## src/rtl/layer_pkg.sv

```systemverilog
// layer_pkg: shared lane defaults, writer FSM states and BRAM address helper
package layer_pkg;

    localparam int DEF_LANE_WIDTH = 8;
    localparam int DEF_LANE_NUM   = 8;

    typedef enum logic [1:0] {IDLE, WRITE, DONE} state_t;

    // Flat BRAM address of one lane of one stored result
    function automatic int unsigned lane_addr(
        input int unsigned base,
        input int unsigned row,
        input int unsigned lane,
        input int unsigned lane_num
    );
        return base + row * lane_num + lane;
    endfunction

endpackage

```

## src/rtl/layer_result_writer.sv

```systemverilog
// layer_result_writer: serializes captured layer results into an output BRAM, one lane per cycle
module layer_result_writer
    import layer_pkg::*;
#(
    parameter int LANE_WIDTH = DEF_LANE_WIDTH,
    parameter int LANE_NUM   = DEF_LANE_NUM,
    parameter int ROWS       = 8,
    parameter int ADDR_WIDTH = 6,
    parameter int BASE_ADDR  = 0
)(
    input  logic                           clk_i,
    input  logic                           rst_i,
    input  logic                           clear_i,
    input  logic                           valid_i,
    input  logic [LANE_WIDTH*LANE_NUM-1:0] result_i,
    output logic                           ready_o,
    output logic                           wr_en_o,
    output logic                           wr_we_o,
    output logic [ADDR_WIDTH-1:0]          wr_addr_o,
    output logic [LANE_WIDTH-1:0]          wr_data_o,
    output logic                           done_o,
    output logic                           wrapped_o,
    output logic                           overflow_o
);

    localparam int RES_W  = LANE_WIDTH * LANE_NUM;
    localparam int ROW_W  = ROWS > 1 ? $clog2(ROWS) : 1;
    localparam int LANE_W = LANE_NUM > 1 ? $clog2(LANE_NUM) : 1;

    state_t                  state;
    logic [ROW_W-1:0]        row;
    logic [LANE_W-1:0]       lane;
    logic [RES_W-1:0]        shreg;
    logic [RES_W-1:0]        pend_data;
    logic                    pending;
    logic                    clr_seen;
    logic [ROW_W-1:0]        row_eff;
    logic                    load;
    logic [RES_W-1:0]        load_data;
    logic [ADDR_WIDTH-1:0]   start_addr;

    assign ready_o    = ~pending;
    // A clear coincident with a capture already steers the new result to row 0
    assign row_eff    = clear_i ? '0 : row;
    assign load       = (state == IDLE && valid_i) || (state == DONE && (pending || valid_i));
    assign load_data  = pending ? pend_data : result_i;
    assign start_addr = ADDR_WIDTH'(lane_addr(BASE_ADDR, 32'(row_eff), 0, LANE_NUM));

    // Writer FSM: capture, lane-by-lane BRAM writes, row bookkeeping and sticky flags
    always_ff @(posedge clk_i) begin
        if (rst_i) begin
            state      <= IDLE;
            row        <= '0;
            lane       <= '0;
            shreg      <= '0;
            pend_data  <= '0;
            pending    <= 1'b0;
            clr_seen   <= 1'b0;
            wr_en_o    <= 1'b0;
            wr_we_o    <= 1'b0;
            wr_addr_o  <= '0;
            wr_data_o  <= '0;
            done_o     <= 1'b0;
            wrapped_o  <= 1'b0;
            overflow_o <= 1'b0;
        end else begin
            done_o <= 1'b0;
            if (clear_i) begin
                row        <= '0;
                wrapped_o  <= 1'b0;
                overflow_o <= 1'b0;
            end
            case (state)
                WRITE: begin
                    if (clear_i)
                        clr_seen <= 1'b1;
                    if (valid_i && pending)
                        overflow_o <= 1'b1;
                    else if (valid_i) begin
                        pending   <= 1'b1;
                        pend_data <= result_i;
                    end
                    if (lane == LANE_W'(LANE_NUM - 1)) begin
                        state    <= DONE;
                        wr_en_o  <= 1'b0;
                        wr_we_o  <= 1'b0;
                        done_o   <= 1'b1;
                        clr_seen <= 1'b0;
                        // A clear seen during this result wins over the normal advance
                        if (clear_i || clr_seen)
                            row <= '0;
                        else if (row == ROW_W'(ROWS - 1)) begin
                            row       <= '0;
                            wrapped_o <= 1'b1;
                        end else
                            row <= row + 1'b1;
                    end else begin
                        lane      <= lane + 1'b1;
                        wr_addr_o <= wr_addr_o + 1'b1;
                        wr_data_o <= shreg[LANE_WIDTH-1:0];
                        shreg     <= shreg >> LANE_WIDTH;
                    end
                end
                DONE: begin
                    state <= IDLE;
                    if (pending) begin
                        pending <= 1'b0;
                        if (valid_i)
                            overflow_o <= 1'b1;
                    end
                end
                IDLE: state <= IDLE;
                default: state <= IDLE;
            endcase
            if (load) begin
                state     <= WRITE;
                lane      <= '0;
                wr_en_o   <= 1'b1;
                wr_we_o   <= 1'b1;
                wr_addr_o <= start_addr;
                wr_data_o <= load_data[LANE_WIDTH-1:0];
                shreg     <= load_data >> LANE_WIDTH;
            end
        end
    end

endmodule

```

## config.mk

```make
export PLATFORM = sky130hd
export DESIGN_NAME = layer_result_writer
export DESIGN_NICKNAME = d
export VERILOG_FILES = /design/src/rtl/layer_pkg.sv /design/src/rtl/layer_result_writer.sv
export SDC_FILE = /design/constraint.sdc
export NUM_CORES = 1
export LEC_CHECK = 0
export CORE_MARGIN = 2
export CORE_UTILIZATION = 60
export CTS_CLUSTER_SIZE = 12
export DETAILED_ROUTE_END_ITERATION = 7
export HOLD_SLACK_MARGIN = 0.08
export PLACE_DENSITY = 0.85
export SYNTH_ARGS = -nofsm -noshare
export SYNTH_HDL_FRONTEND = slang
export SYNTH_SLANG_ARGS = --single-unit
```

## constraint.sdc

```tcl
create_clock -name clk_i -period 3.86 [get_ports clk_i]
set_input_delay 0.772 -clock clk_i [delete_from_list [all_inputs] [get_ports clk_i]]
set_output_delay 0.772 -clock clk_i [all_outputs]
set_load 0.005 [all_outputs]
```

==> results of run 1 <==
## per-layer routing
metal  vias to the layer above  routed length, µm
li1                       3009                  -
met1                      3094               7602
met2                       270               9028
met3                        34               1196
met4                         0                413
met5                         -                  0
## final cells by class
cell class | count | area [µm²] | area share
clock buffers | 23 | 478.0 | 0.05702
repair buffers | 99 | 983.4 | 0.1173
clock inverters | 9 | 148.9 | 0.01776
inverters | 7 | 26.28 | 0.003135
well taps | 143 | 178.9 | 0.02135
multi-input cells | 589 | 3600 | 0.4295
flip-flops and latches | 148 | 2967 | 0.3539
## synth_stat cells, drive strengths merged
| library cell | count |
|---|---|
| a221oi | 57 |
| buf | 54 |
| nand3 | 4 |
| or2 | 1 |
| clkbuf | 30 |
| nor2 | 9 |
| and3b | 3 |
| nor3b | 1 |
| dfxtp | 148 |
| nor2b | 59 |
| nand4 | 8 |
| o211ai | 2 |
| or4 | 1 |
| or3 | 2 |
| ha | 8 |
| mux2 | 8 |
| a21oi | 85 |
| a211oi | 1 |
| xnor2 | 3 |
| nand4b | 3 |
| inv | 7 |
| a311oi | 58 |
| nand2 | 254 |
| and2 | 1 |
| o31ai | 1 |
| o2111ai | 1 |
| nand2b | 2 |
| o21ai | 13 |
| o21a | 2 |
| nand3b | 2 |
## worst register-to-register path: stages (launching register included)
cell	delay, ns
dfxtp_1	0.35
ha_1	0.16
ha_1	0.38
nand2b_2	1.07
buf_4	0.34
nand2_1	0.07
a311oi_1	0.29
## per-stage QoR
stage                     cells  hold WS (ns)    util  power [mW]
after floorplan             828        0.4329       -       1.997
after global placement      986        0.4382  0.6792       2.144
after detailed placement    986        0.4476  0.6792       2.161
after CTS                  1018        0.4558  0.7341       3.898
after global routing       1018        0.4755  0.7341       4.017
final                      1018        0.4559  0.7341       3.892
## worst min path at each step
stage                                    start                    endpoint  slack [ns]  cells after the start
finish              pend_data[16]$_SDFFE_PP0P_  pend_data[16]$_SDFFE_PP0P_        0.46                      2
detailed placement   pend_data[9]$_SDFFE_PP0P_   pend_data[9]$_SDFFE_PP0P_        0.45                      2
floorplan           pend_data[56]$_SDFFE_PP0P_  pend_data[56]$_SDFFE_PP0P_        0.43                      2
global placement    pend_data[57]$_SDFFE_PP0P_  pend_data[57]$_SDFFE_PP0P_        0.44                      2
global route        pend_data[11]$_SDFFE_PP0P_  pend_data[11]$_SDFFE_PP0P_        0.48                      2
CTS                  pend_data[9]$_SDFFE_PP0P_   pend_data[9]$_SDFFE_PP0P_        0.46                      2
## kinds of logic after synthesis
kind of cell / after synthesis / share of synthesized area
adders and majority gates: 8 / 0.01422
xor gates and xnor gates: 3 / 0.003733
muxes: 8 / 0.01280
DFF: 148 / 0.4209
AOI/OAI and AO/OA: 220 / 0.2567
buffers and inverters: 91 / 0.06932
and+or+nand+nor: 350 / 0.2224
## layout by cell type, fill, tap and decap left out, types with 2 or more instances in the layout
master and n:
nand2_1 253, dfxtp_1 147, clkdlybuf4s50_1 86, a21oi_1 85
nor2b_1 58, a221oi_1 39, a311oi_1 37, a311oi_2 21
a221oi_2 18, clkbuf_16 17, o21ai_0 12, buf_4 11
nor2_1 8, nand4_1 8, mux2_2 8, ha_1 8
inv_1 7, nand3_1 4, bufinv_16 4, xnor2_1 3
nand4b_1 3, clkbuf_8 3, clkinv_2 3, clkbuf_1 3
nand3b_1 2, o21a_1 2, or3_1 2, and3b_1 2
o211ai_1 2, buf_12 2
## state kept, by name (all words and copies together), names as in the netlist
signal and flops:
done_o 1, wrapped_o 1, wr_we_o 1, row 3, overflow_o 1, pend_data 64
lane 3, shreg 56, wr_data_o 8, state 2, pending 1, wr_addr_o 6
clr_seen 1
## power groups by stage
stage	clock network (mW)	logic [mW]	registers (mW)
floorplan	0	0.316	1.68
global placement	0	0.441	1.70
detailed placement	0	0.457	1.70
CTS	1.76	0.462	1.67
global route	1.82	0.507	1.69
finish	1.75	0.466	1.68
==> out/metrics.csv, run 1 <==
stage,metric,value,unit
logic_synthesis,Syn Inst Count,828,
timing,Final period util,0.7134,
clock_tree,worst-case clock buffer depth,2,
power,clock share of power,0.449,
route,drc violations,0,
setup_path,reg2reg start,lane[0]$_SDFFE_PP0P_,
logic_synthesis,post-synth top area share,0.4209,
floorplanning,die height,112.3,µm
timing,PnR worst setup slack,1.106,ns
grt,pin count of the biggest net entering global routing,89,
logic_synthesis,Post-Syn Area per Cell,8.502,µm²
power,Leakage,2.810,nW
logic_synthesis,Synth Register Bits,148,
floorplanning,Die ar.,12610,µm²
power,P per Cell Area,464.3,nW/µm²
timing,final setup fails,0,
grt,number of global-route vias before repair,6226,
route,Routed WL,18240,µm
route,WL/cell,17.92,µm
setup_path,Worst EP required,4.17,ns
placement,RePlAce Congestion,0.8795,
setup_path,Worst setup SP type,flip-flop,
floorplanning,I/O pins,88,
setup_path,"most used cell, CP",ha_1,
final_layout,fin area,8382,µm²
grt,antenna violations before repair,0,
grt,GRT Overall Usage,0.2886,
floorplanning,die width,112.3,µm
final_layout,n_diodes,0,
setup_path,WP buf/inv,1,
logic_synthesis,Synth Net Count,904,
setup_path,WP depth,6,
setup_path,crit path launch,lane[0]$_SDFFE_PP0P_,
setup_path,worst reg2reg path depth,6,
route,ANT nets after route,0,
placement,Port Buffers,87,
final_layout,# nets final,938,
power,Net Sw Frac,0.2403,
setup_path,"CP delay by family, top",simple AND/OR/NAND/NOR gates,
clock_tree,Clock Tree Root,clkbuf_16,
timing,Slew @ Worst Pin,1.298,ns
outcome,status,completed,
timing,Final Hold Vio Count,0,
clock_tree,Post-CTS Setup Inserts,0,
min_path,worst min path class,reg -> reg,
grt,total congestion overflow,0,
setup_path,Worst path slowest cell,nand2b_2,
grt,first-pass GRT wire length,29860,µm
timing,"Slew Viols, Final",0,
setup_path,Worst setup endpoint,shreg[27]$_SDFFE_PP0P_,
final_layout,Fill cells,810,
timing,RSZ-0062 raised after global routing,no,
power,Power Internal,2.956,mW
timing,Final min period,2.754,ns
setup_path,"reg-to-reg slack, setup",1.11,ns
final_layout,Layout area overhead,19.07,%
setup_path,crit path capture type,flip-flop,
floorplanning,Rows,39,
setup_path,reg2reg end,shreg[27]$_SDFFE_PP0P_,
clock_tree,Max H-tree Level,4,
route,drt pass-1 iters,6,
placement,Placed Area,7755,µm²
clock_tree,clock sinks,148,
logic_synthesis,synthesized area,7039,µm²
logic_synthesis,top post-synthesis cells by area,"dfxtp_1, nand2_1, a21oi_1, nor2b_1, a221oi_1",
floorplanning,Initial Utilization,0.6165,
clock_tree,CTS Buf Count,17,
placement,pre-CTS WS,0.9658,ns
logic_synthesis,largest area contributor in the netlist,dfxtp_1,
grt,GRT Max-Usage Layer,met2,
route,routed via count,6407,
clock_tree,cts repair resizes,0,
power,Reg power frac,0.431,
power,Sw Pwr,0.9353,mW
final_layout,layout cells sized above 1,0.1109,
grt,met2 usage,0.4859,
timing,setup TNS,0,ns
placement,hpwl dp,11100,µm
setup_path,WS Path Type,reg -> reg,
route,1st-iter DRT viols,646,
clock_tree,CTS tree,yes,
timing,Setup Skew,0.006396,ns
setup_path,CP Cell Sequence,ha_1 > ha_1 > nand2b_2 > buf_4 > nand2_1 > a311oi_1,
setup_path,Worst path max stage delay,1.07,ns
clock_tree,clock slew at reported path FFs,0.06,ns
logic_synthesis,YS warnings,0,
power,Comb power frac,0.120,
route,routed vias/inst,6.294,
setup_path,arrival time worst endpoint,3.07,ns
job,number of max-cap violations,0,
logic_synthesis,"Seq/Total Area, Yosys",0.4209,
clock_tree,clk_lat worst skew,0.42,ns
grt,met3 Usage GRT,0.06479,
power,Max IR drop VDD,407.4,µV
timing,Max Fclk,0.3631,GHz
setup_path,crit path max fanout,62,
logic_synthesis,Unique masters post-synth,37,
floorplanning,Core Box Area,11420,µm²
clock_tree,Post-CTS Hold Buffers,0,
timing,slew margin rel.,0.1343,
grt,M1 GR Usage,0.3655,
Note: power is estimated with default switching activity, not from simulation.
==> run 2: changes to the inputs <==
--- a/config.mk
+++ b/config.mk
@@ -6,11 +6,11 @@
 export NUM_CORES = 1
 export LEC_CHECK = 0
 export CORE_MARGIN = 2
-export CORE_UTILIZATION = 60
+export CORE_UTILIZATION = 50
 export CTS_CLUSTER_SIZE = 12
 export DETAILED_ROUTE_END_ITERATION = 7
 export HOLD_SLACK_MARGIN = 0.08
-export PLACE_DENSITY = 0.85
+export PLACE_DENSITY = 0.76
 export SYNTH_ARGS = -nofsm -noshare
 export SYNTH_HDL_FRONTEND = slang
 export SYNTH_SLANG_ARGS = --single-unit
==> constraint.sdc (replaced) <==
create_clock -name clk_i -period 2.4 [get_ports clk_i]
set_input_delay 0.48 -clock clk_i [delete_from_list [all_inputs] [get_ports clk_i]]
set_output_delay 0.48 -clock clk_i [all_outputs]
set_load 0.005 [all_outputs]
==> run 2 against run 1 <==
Effect of this change:
- setup slack got worse by 0.70 ns
- power increased by 54%
- utilization decreased by 12 points
- critical endpoint is now ready_o
- critical path depth decreased by 4
- clock skew about the same
- via count decreased by 4.0%
- die area increased by 19%
- sequential power increased by 60%
- design area increased by 1.8%
- final cell count increased by 4.3%
- largest cell class unchanged
- flip-flop and latch count unchanged
- hold slack got worse by 0.0036 ns
- largest power group is now sequential cells
==> out/metrics.csv, run 2 (synthesis results as in run 1) <==
stage,metric,value,unit,change
outcome,status,completed,,
final_layout,"most common cell after layout, fill and taps aside",nand2_1,,
timing,slew margin rel.,0.6767,,+0.5423
placement,hpwl dp,10760,µm,-3.1%
grt,antenna violations before repair,0,,unchanged
final_layout,final cell utilization of the core,0.6170,,-0.1170
timing,Final min period,1.996,ns,
timing,"Slew Viols, Final",0,,unchanged
timing,Slew @ Worst Pin,0.4850,ns,-0.8135 ns
grt,total congestion overflow,0,,unchanged
setup_path,CP Cell Sequence,inv_1 > clkdlybuf4s50_1,,
setup_path,"reg-to-reg slack, setup",0.44,ns,-0.67 ns
grt,GRT Overall Usage,0.2394,,-0.04920
timing,Setup Skew,0.006154,ns,-0.0002422 ns
clock_tree,Post-CTS Setup Inserts,0,,unchanged
route,drt pass-1 iters,5,,-1
route,routed vias/inst,5.789,,-8.0%
clock_tree,clock slew at reported path FFs,0.06,ns,about the same
setup_path,WS Path Type,reg -> out,,
route,WL/cell,16.63,µm,-7.2%
final_layout,Reg with most FFs,pend_data,,
setup_path,crit path max fanout,26,,-58%
setup_path,Worst path slowest cell,dfxtp_4,,
final_layout,top flop regs,"pend_data x64, shreg x56, wr_data_o x8",,
timing,PnR worst setup slack,0.4040,ns,-0.7023 ns
clock_tree,worst-case clock buffer depth,2,,unchanged
floorplanning,Die ar.,15040,µm²,+19%
timing,Final Hold Vio Count,0,,unchanged
min_path,worst min path class,reg -> reg,,
setup_path,crit path capture type,primary output,,
final_layout,"commonest non-fill, non-tap cells in the layout","nand2_1, dfxtp_1, clkdlybuf4s50_1",,
setup_path,Worst EP required,1.92,ns,-2.25 ns
clock_tree,cts repair resizes,0,,unchanged
power,P per Cell Area,702.9,nW/µm²,+51%
grt,number of global-route vias before repair,5727,,-8.0%
placement,Port Buffers,87,,unchanged
final_layout,layout cells sized above 1,0.1156,,+0.004789
route,routed via count,6148,,-4.0%
job,number of max-cap violations,0,,unchanged
route,Routed WL,17660,µm,-3.2%
timing,Max Fclk,0.5010,GHz,
setup_path,arrival time worst endpoint,1.52,ns,-1.55 ns
clock_tree,clk_lat worst skew,0.42,ns,about the same
floorplanning,I/O pins,88,,unchanged
timing,setup TNS,0,ns,unchanged
floorplanning,Initial Utilization,0.5091,,-0.1074
route,ANT nets after route,0,,unchanged
floorplanning,Rows,43,,+10%
route,1st-iter DRT viols,574,,-11%
power,Max IR drop VDD,643.0,µV,+58%
placement,Post-Place Cells,1031,,+4.6%
placement,pre-CTS WS,0.3095,ns,-0.6564 ns
final_layout,Layout area overhead,21.21,%,
final_layout,Non-Filler Instances,1062,,+4.3%
timing,Final period util,0.8317,,
clock_tree,Clock Tree Root,clkbuf_16,,
route,drc violations,0,,unchanged
final_layout,Largest register FFs,64,,unchanged
final_layout,# nets final,946,,+0.85%
placement,RePlAce Congestion,0.8358,,-5.0%
timing,RSZ-0062 raised after global routing,no,,
clock_tree,Post-CTS Hold Buffers,0,,unchanged
floorplanning,Core Box Area,13830,µm²,+21%
grt,first-pass GRT wire length,28420,µm,-4.8%
floorplanning,die height,122.7,µm,+9.2%
setup_path,Worst path max stage delay,0.57,ns,-0.50 ns
grt,pin count of the biggest net entering global routing,73,,-18%
power,Leakage,2.859,nW,+1.8%
final_layout,n_diodes,0,,unchanged
clock_tree,Max H-tree Level,4,,unchanged
setup_path,Worst setup SP type,flip-flop,,
clock_tree,clock sinks,148,,unchanged
final_layout,Multi-input gate area,3600,µm²,unchanged
floorplanning,die width,122.7,µm,+9.2%
clock_tree,CTS Buf Count,17,,unchanged
final_layout,Reg area,2967,µm²,unchanged
final_layout,Fill cells,1192,,+47%
clock_tree,CTS tree,yes,,
timing,final setup fails,0,,unchanged
==> run 2: cell count changes in the layout (fill, tap and decap cells not counted), sizes merged <==
| cell | delta |
|---|---|
| clkinvlp | -1 |
| bufinv | -3 |
| inv | -1 |
| buf | +8 |
| clkbuf | +4 |
==> run 2: layer usage <==
layer / wire, µm / track usage / vias to the layer above
met5: 0 / 0 / -
met4: 319 / 0.07902 / 0
met1: 7939 / 0.3206 / 2923
met3: 921 / 0.05437 / 24
li1: - / - / 3017
met2: 8476 / 0.3819 / 184
==> run 2: where the power goes <==
part | switching, mW | internal (mW) | leakage [nW]
Combinational | 0.406 | 0.372 | 1.37
Clock | 0.975 | 1.55 | 0.277
Sequential | 0.0960 | 2.60 | 1.21
==> run 2: worst paths after layout <==
kind	endpoint	start	cells past startpoint
max	ready_o	pending$_SDFFE_PP0P_	2
min	pend_data[60]$_SDFFE_PP0P_	pend_data[60]$_SDFFE_PP0P_	2
max reg2reg	shreg[29]$_SDFFE_PP0P_	lane[0]$_SDFFE_PP0P_	6
min reg2reg	pend_data[60]$_SDFFE_PP0P_	pend_data[60]$_SDFFE_PP0P_	2
==> run 2: critical path: cells and delay by family (launching register included) <==
| family | cells | cell delay (ns) |
|---|---|---|
| buf+inv | 2 | 0.52 |
| flops | 1 | 0.57 |
==> run 2: cell type report <==
class,count,area share
clock buffers,27,0.06013
clock inverters,4,0.005279
inverters,7,0.003080
multi-input cells,589,0.4219
flip-flops and latches,148,0.3477
well taps,180,0.02640
repair buffers,107,0.1355
==> run 2: through the flow <==
step                      cell area (µm²)  hold slack, ns  power [mW]
after floorplan                      7039          0.4329       3.212
after global placement               7974          0.4382       3.502
after detailed placement             7974          0.4468       3.512
after CTS                            8532          0.4544       6.026
after global routing                 8532          0.4720       6.212
final                                8532          0.4523       5.997
